## src/rtl/scan_seq_array.sv

```systemverilog
// -----------------------------------------------------------------------------
// scan_seq_array
//
// Purpose:
//   An array of CH identical three-flop sequential channels (Q1, Q2, Q3)
//   stitched into one scan chain. A built-in controller serially loads the
//   chain, runs exactly one functional capture cycle, and then returns to
//   idle. The captured state is unloaded during the next scan sequence.
//   An optional 16-bit MISR compacts the bits unloaded during a scan.
//
// Build option:
//   SCAN_MISR_EN - when defined, adds the 16-bit MISR (polynomial 0x1021)
//                  on the unloaded scan stream. When undefined, misr is a
//                  constant 16'h0000 and no MISR logic is built.
//
// Parameters:
//   CH           - number of channels; the chain length is L = 3*CH.
//
// Ports:
//   clk          - rising-edge clock
//   rst_n        - asynchronous active-low reset
//   a, b, c, d   - per-channel functional inputs (bit i feeds channel i)
//   func_en      - in IDLE: 1 = functional load every cycle, 0 = hold
//   scan_req     - starts a scan sequence (sampled in IDLE only)
//   scan_in      - serial scan data into ch0.Q1
//   y            - per-channel combinational output
//   scan_out     - serial scan data out of ch(CH-1).Q3
//   busy         - high while shifting or capturing
//   scan_done    - one-cycle pulse after the capture
//   misr         - signature of the bits unloaded during the last scan
//
// Chain order:
//   scan_in -> ch0.Q1 -> ch0.Q2 -> ch0.Q3 -> ch1.Q1 -> ... -> ch(CH-1).Q3
//   r_chain[3*i+0] = ch i Q1, r_chain[3*i+1] = Q2, r_chain[3*i+2] = Q3.
// -----------------------------------------------------------------------------
module scan_seq_array #(
    parameter int CH = 4
) (
    input  logic          clk,
    input  logic          rst_n,
    input  logic [CH-1:0] a,
    input  logic [CH-1:0] b,
    input  logic [CH-1:0] c,
    input  logic [CH-1:0] d,
    input  logic          func_en,
    input  logic          scan_req,
    input  logic          scan_in,
    output logic [CH-1:0] y,
    output logic          scan_out,
    output logic          busy,
    output logic          scan_done,
    output logic [15:0]   misr
);

    localparam int L  = 3 * CH;
    localparam int CW = $clog2(L + 1);

    // Counter value seen on the edge that performs the L-th shift.
    localparam logic [CW-1:0] LAST_SHIFT = CW'(L - 1);

    typedef enum logic [1:0] {
        S_IDLE    = 2'd0,
        S_SHIFT   = 2'd1,
        S_CAPTURE = 2'd2,
        S_DONE    = 2'd3
    } state_t;

    state_t          r_state;
    logic [L-1:0]    r_chain;
    logic [CW-1:0]   r_cnt;
    logic            r_busy;
    logic            r_scan_done;

    logic [L-1:0]    w_func_next;
    logic [L-1:0]    w_shift_next;

    // -------------------------------------------------------------------------
    // Per-channel functional logic. Each channel reads its three flops from
    // the shared chain vector and produces its functional next state and y.
    // -------------------------------------------------------------------------
    generate
        for (genvar gi = 0; gi < CH; gi++) begin : g_ch
            logic w_q1;
            logic w_q2;
            logic w_q3;
            logic w_n3;
            logic w_n_and;
            logic w_n4;

            assign w_q1    = r_chain[3*gi];
            assign w_q2    = r_chain[3*gi+1];
            assign w_q3    = r_chain[3*gi+2];

            assign w_n3    = ~(a[gi] | w_q2);
            assign w_n_and = ~d[gi] & w_q3;
            assign w_n4    = ~(w_q1 | ~((w_n3 | w_n_and) & (c[gi] | w_n_and)));

            assign w_func_next[3*gi]   = d[gi] & ~w_n4;
            assign w_func_next[3*gi+1] = ~(b[gi] | w_n3);
            assign w_func_next[3*gi+2] = w_n4;

            // With all flops cleared by reset this reduces to a | ~c.
            assign y[gi] = ~w_n4;
        end
    endgenerate

    // One position towards scan_out per shift; scan_in enters at ch0.Q1.
    assign w_shift_next = {r_chain[L-2:0], scan_in};

    // -------------------------------------------------------------------------
    // Scan controller and chain state. busy/scan_done are registered and
    // updated alongside the state so they line up with the state exactly.
    // -------------------------------------------------------------------------
    always_ff @(posedge clk or negedge rst_n) begin
        if (!rst_n) begin
            r_state     <= S_IDLE;
            r_chain     <= '0;
            r_cnt       <= '0;
            r_busy      <= 1'b0;
            r_scan_done <= 1'b0;
        end else begin
            case (r_state)
                S_IDLE: begin
                    r_scan_done <= 1'b0;
                    if (func_en) begin
                        r_chain <= w_func_next;
                    end
                    if (scan_req) begin
                        r_state <= S_SHIFT;
                        r_cnt   <= '0;
                        r_busy  <= 1'b1;
                    end
                end
                S_SHIFT: begin
                    r_chain <= w_shift_next;
                    r_cnt   <= r_cnt + CW'(1);
                    if (r_cnt == LAST_SHIFT) begin
                        r_state <= S_CAPTURE;
                    end
                end
                S_CAPTURE: begin
                    // Capture ignores func_en: the scan always gets one load.
                    r_chain     <= w_func_next;
                    r_state     <= S_DONE;
                    r_busy      <= 1'b0;
                    r_scan_done <= 1'b1;
                end
                S_DONE: begin
                    r_scan_done <= 1'b0;
                    r_state     <= S_IDLE;
                end
                default: begin
                    r_state     <= S_IDLE;
                    r_busy      <= 1'b0;
                    r_scan_done <= 1'b0;
                end
            endcase
        end
    end

    assign scan_out  = r_chain[L-1];
    assign busy      = r_busy;
    assign scan_done = r_scan_done;

    // -------------------------------------------------------------------------
    // Optional signature register over the unloaded stream. It folds in the
    // bit presented on scan_out just before each shift edge.
    // -------------------------------------------------------------------------
`ifdef SCAN_MISR_EN
    logic [15:0] r_misr;
    logic [15:0] w_misr_next;

    assign w_misr_next = {r_misr[14:0], 1'b0}
                       ^ (r_misr[15] ? 16'h1021 : 16'h0000)
                       ^ {15'b0, r_chain[L-1]};

    always_ff @(posedge clk or negedge rst_n) begin
        if (!rst_n) begin
            r_misr <= 16'h0000;
        end else if (r_state == S_IDLE && scan_req) begin
            r_misr <= 16'h0000;
        end else if (r_state == S_SHIFT) begin
            r_misr <= w_misr_next;
        end
    end

    assign misr = r_misr;
`else
    assign misr = 16'h0000;
`endif

endmodule
```

## config.mk

```make
export PLATFORM = sky130hd
export DESIGN_NAME = scan_seq_array
export DESIGN_NICKNAME = d
export VERILOG_FILES = /design/src/rtl/scan_seq_array.sv
export SDC_FILE = /design/constraint.sdc
export NUM_CORES = 1
export LEC_CHECK = 0
export ABC_CLOCK_PERIOD_IN_PS = 2400
export CAP_MARGIN = 10
export CELL_PAD_IN_SITES_DETAIL_PLACEMENT = 0
export CELL_PAD_IN_SITES_GLOBAL_PLACEMENT = 2
export CORE_MARGIN = 4
export CORE_UTILIZATION = 38
export CTS_BUF_LIST = sky130_fd_sc_hd__clkbuf_4
export DETAILED_ROUTE_END_ITERATION = 7
export DONT_BUFFER_PORTS = 1
export GPL_TIMING_DRIVEN = 1
export PLACE_DENSITY_LB_ADDON = 0.1
export SETUP_SLACK_MARGIN = 0.02
export SLEW_MARGIN = 40
export SYNTH_ARGS = -nofsm -noshare
export SYNTH_HDL_FRONTEND = slang
export SYNTH_SLANG_ARGS = --single-unit
export TNS_END_PERCENT = 50
```

## constraint.sdc

```tcl
create_clock -name clk -period 2.4 [get_ports clk]
set_clock_uncertainty 0.15 [all_clocks]
set_input_delay 0.12 -clock clk [delete_from_list [all_inputs] [get_ports clk]]
set_output_delay 0.12 -clock clk [all_outputs]
set_load 0.01 [all_outputs]
```

== Word-level counts from Yosys, hierarchy flattened ==
Index checks and enable logic that the tools add are counted.
Storage, ports and cells
  bits of input ports: 21
  word-level logic and storage cells: 85
  register bits: 20
Operators by class
  bitwise gates (word level): 52
  equality and inequality tests: 7
  mux-type cells: 10
  reductions and logical operators: 10
  add/sub/neg operators: 1
Operator list (count)
  one-hot mux 12 bit (3 select lines): 1
  NOT 1 bit: 20
  bitwise OR 1 bit: 20
  bitwise AND 1 bit: 12
  two-way mux 12 bit: 1
  one-hot mux 2 bit (4 select lines): 1
  one-hot mux 4 bit (2 select lines): 1
  AND reduction 2 bit: 4
  inequality test 2 bit (second input constant): 3
  nonzero test 2 bit: 3
  adder 4 x 1 -> 4 bit (second input constant): 1
  equality test 2 bit (second input constant): 2
  equality test 4 bit (second input constant): 1
  two-way mux 2 bit: 2
  two-way mux 4 bit: 1
  one-hot mux 1 bit (2 select lines): 2
  nonzero test 3 bit: 1
  equality test 2 x 1 -> 1 bit (second input constant): 1
  zero test 2 bit: 1
  OR reduction 2 bit: 1
  two-way mux 1 bit: 1

== Depth between registers and ports, before layout ==
  depth in word-level cells: 9
  gate-level depth with buffers: 7
  depth with buffers taken out: 5

== Worst setup path after synthesis ==
No wires, ideal clock.
  path type: reg2reg
  start: register r_state[0]
  end: register r_chain[10]
  clock period less this slack: 1.713 ns
  data required time: 2.127 ns
  data arrival time: 1.440 ns
  cell stages (with the launch flop): 8
  setup slack: 0.687 ns
  cell sequence: dfrtp_1 inv_1 ha_1 nand2b_2 buf_6 and2_4 buf_6 o221a_1
Between the ends
  word-level cells in the longest chain between the ends: 3
  elaborated cells between the ends (all ways): 7
RTL lines
  start: declaration: line 68  | state_t r_state;
  start signal: assignment: line 116  | r_state <= S_IDLE;
  start signal: assignment: line 129  | r_state <= S_SHIFT;
  start signal: assignment: line 138  | r_state <= S_CAPTURE;
  equality test 2 x 1 -> 1 bit, or another cell as far along: line 122  | case (r_state)
  nonzero test 3 bit (no line) or inequality test 2 bit (tied branches)
  AND reduction 2 bit (no line)
  end signal: assignment: line 126  | r_chain <= w_func_next;
  end signal: assignment: line 135  | r_chain <= w_shift_next;
  end signal: assignment: line 143  | r_chain <= w_func_next;
  end: declaration: line 69  | logic [L-1:0] r_chain;
Parallel ways exist; a longest one is shown, timed or not.
A chain may end at the register's enable or synchronous reset.

== Worst setup path in the final report ==
  start: register r_state[1]
  end: register r_chain[0]
Same word-level chain as after synthesis.

==> results.ini <==
[clock_tree]
htree_levels=1
root_buffer=clkbuf_4
cts_buffer_depth=2
cts_setup_buffers=0
clk_latency_ns=0.30
cts_buffers=3
clkSinkCount=20
cts_tree=done
clk_pin_slew_worst_paths_ns=0.12

[timing]
hold_viol=0
slew_headroom_pct=64.64
setup_viol=0
fmax_mhz=449.8
timing.final.crit_share_pct=92.63
fin_setup_tns_ns=0
rsz0062_at_grt=false
worstMarginPinSlew_ns=0.5272
drv_slew=0
whs_ns=0.01040
final.min_clock_period_ns=2.223

[min_path]
hp-class=in -> reg
hold_path_depth=3

[final_layout]
layout.nets=189
insertedDiodeCount=0
layoutNonFillerInstCount=207
drive_gt1_share_pct=9.938
syn_to_final_growth_pct=9.425

[power_and_ir_drop]
p_per_area_nw_per_um2=1198
p_leak_uw=0.0006642
peakVddDrop_v=0.0005833

[detailed_routing]
dr.pass1.iters=4
vias=1076
drc=0
wl_per_cell_um=14.59
drt_wl_total_um=3021
via_per_inst=5.198
drt_iter0_markers=90
final_antenna_net_count=0

[setup_path]
r2r.worst_path.cells=7
crit_slowest_cell=dlygate4sd3_1
critical_path_class=reg -> reg
startpoint_type=flop
cp.arrival_ns=2.27
crit_fanout=24
crit_required_ns=2.44
end_kind=flop
path_cells=inv_1 > ha_2 > buf_8 > mux2i_1 > dlygate4sd3_1 > nand3_1 > o211a_1
crit_path_max_incr_delay_ns=0.58

[global_routing]
grt_antenna_before_repair=0
grt_use_met1_pct=19.33
top_usage_layer=met2
met2_usage_pct=21.69
grtUsageMet3_pct=1.945
grt_pass1_vias=1065
grt_overflow=0
grt_max_degree=25
globalRouteTotalUtil_pct=13.67
grt_first_pass_wirelength_um=4919

[yosys]
synth.distinct_cells=38
yosysWarnings=0
synth-seq-cells=20
synth_area_per_cell_um2=9.355
syn-instance-count=149
yosysSeqAreaShare_pct=35.91
mappedNetlistArea_um2=1394

[job]
maxCapViolCount=0

[die]
dieArea_um2=4701
start_util_pct=40.49
placementRows=21
core_area_um2=3442
die_w_um=68.57
die_h_um=68.57
pin_count=44

[placed_design]
place_inst=188
io_buffers=0
dp_hpwl_um=2095
gp_congestion=0.7032

[run_status]
status=finished clean

registers in the layout (all words and copies together) (netlist names):
register	flops
r_chain	12
r_cnt	4
r_state	2
busy	1
scan_done	1
synth_stat cells:
| cell type | count | area (um^2) |
|---|---|---|
| mux2i_1 | 4 | 40.04 |
| mux2_2 | 1 | 11.26 |
| o21ai_0 | 6 | 30.03 |
| and2_4 | 1 | 8.760 |
| buf_2 | 2 | 10.01 |
| clkinv_1 | 1 | 3.750 |
| a211oi_1 | 1 | 7.510 |
| o21bai_1 | 4 | 30.03 |
| inv_1 | 4 | 15.01 |
| o221ai_1 | 1 | 8.760 |
| a41oi_2 | 1 | 16.27 |
| or2b_1 | 2 | 15.01 |
| a21o_2 | 1 | 8.760 |
| a31oi_1 | 8 | 50.05 |
| buf_6 | 3 | 33.78 |
| conb_1 | 1 | 3.750 |
| nand2b_2 | 1 | 8.760 |
| o211a_1 | 4 | 40.04 |
| nor2_1 | 8 | 30.03 |
| o311ai_0 | 1 | 8.760 |
| nor3_1 | 4 | 20.02 |
| nand3b_1 | 2 | 15.01 |
| nand3_1 | 6 | 30.03 |
| nor3b_1 | 4 | 30.03 |
| a21oi_1 | 7 | 35.03 |
| nand2_1 | 11 | 41.29 |
| a32o_1 | 1 | 10.01 |
| and2b_2 | 1 | 8.760 |
| mux2_1 | 1 | 11.26 |
| dfrtp_1 | 20 | 500.5 |
| a21o_1 | 4 | 30.03 |
| ha_1 | 6 | 75.07 |
| buf_4 | 16 | 120.1 |
| or3b_2 | 1 | 8.760 |
| nor2b_1 | 4 | 25.02 |
| clkbuf_1 | 2 | 7.510 |
| o221a_1 | 1 | 11.26 |
| o221a_2 | 3 | 33.78 |
cell type report:
cell class	instances	area, um^2
fill	335	1917
multi-input combinational	116	762.0
sequential	20	500.5
timing repair buffer	16	160.2
tap	46	57.56
clock buffer	3	22.52
inverter	5	18.77
clock inverter	1	3.754
cell families after synthesis:
kind of cell | Yosys count | synth area share, %
other | 1 | 0.2690
multiplexers | 6 | 4.488
AO/OA/AOI/OAI | 43 | 22.98
AND/OR/NAND/NOR | 45 | 17.32
flip-flops | 20 | 35.91
adder cells (fa/ha/maj) | 6 | 5.386
buffers and inverters | 28 | 13.64
routing by layer:
metal,share of wire [%],wire [um]
met5,0,0
met4,0.56,17
met2,44,1329
met1,48,1448
met3,7.4,224
placed cells by master, fill, tap and decap left out, types with 2 or more instances in the layout:
cell and count:
a21o_1 4, a21oi_1 7, a31oi_1 8, clkbuf_4 3, clkinv_1 2, conb_1 16
dfrtp_1 20, dlygate4sd3_1 14, ha_1 5, inv_1 4, mux2i_1 4, nand2_1 11
nand3_1 6, nand3b_1 2, nor2_1 8, nor2b_1 4, nor3_1 4, nor3b_1 4
o211a_1 4, o21ai_0 6, o21bai_1 4, o221a_2 3, or2b_1 2
worst max-delay path: cells and delay by family (launching register included):
kind | cells | cell delay, ns
DFF | 1 | 0.42
buffers and inverters | 3 | 0.89
AOI/OAI and AO/OA | 1 | 0.14
adders and majority gates | 1 | 0.23
and+or+nand+nor | 1 | 0.08
muxes | 1 | 0.21
per-stage QoR:
step	instance area [um^2]	total power, uW	utilization, %	setup slack [ns]
2_1_floorplan	1450	1484	-	0.6874
3_3_place_gp	1344	1613	39.04	0.5422
3_5_place_dp	1344	1625	39.04	0.4334
4_1_cts	1510	1831	43.88	0.09574
5_1_grt	1525	2002	44.31	0.04198
6_report	1525	1827	44.31	0.1770
worst paths after layout:
kind                       slack [ns]       start          end
setup / recovery                 0.18  r_state[1]   r_chain[0]
hold / removal                   0.01        c[2]   r_chain[6]
setup reg to reg                 0.18  r_state[1]   r_chain[0]
hold reg to reg                  0.41    r_cnt[1]     r_cnt[1]
max in group asynchronous        1.65       rst_n     r_cnt[1]
min in group asynchronous        0.13       rst_n  r_chain[11]
power by group:
part	leakage (uW)	switching (uW)	total (uW)	internal [uW]
clock network	0.0000154	104	164	60.5
logic	0.000406	511	980	470
registers	0.000243	174	682	508
total	0.000664	789	1830	1040
timing repair:
action	CTS	global route
endpoints found under the hold margin	34	20
endpoints found under the setup margin	0	1
hold buffers	14	1
resized for setup	0	3
Note: power is estimated with default switching activity, not from simulation.
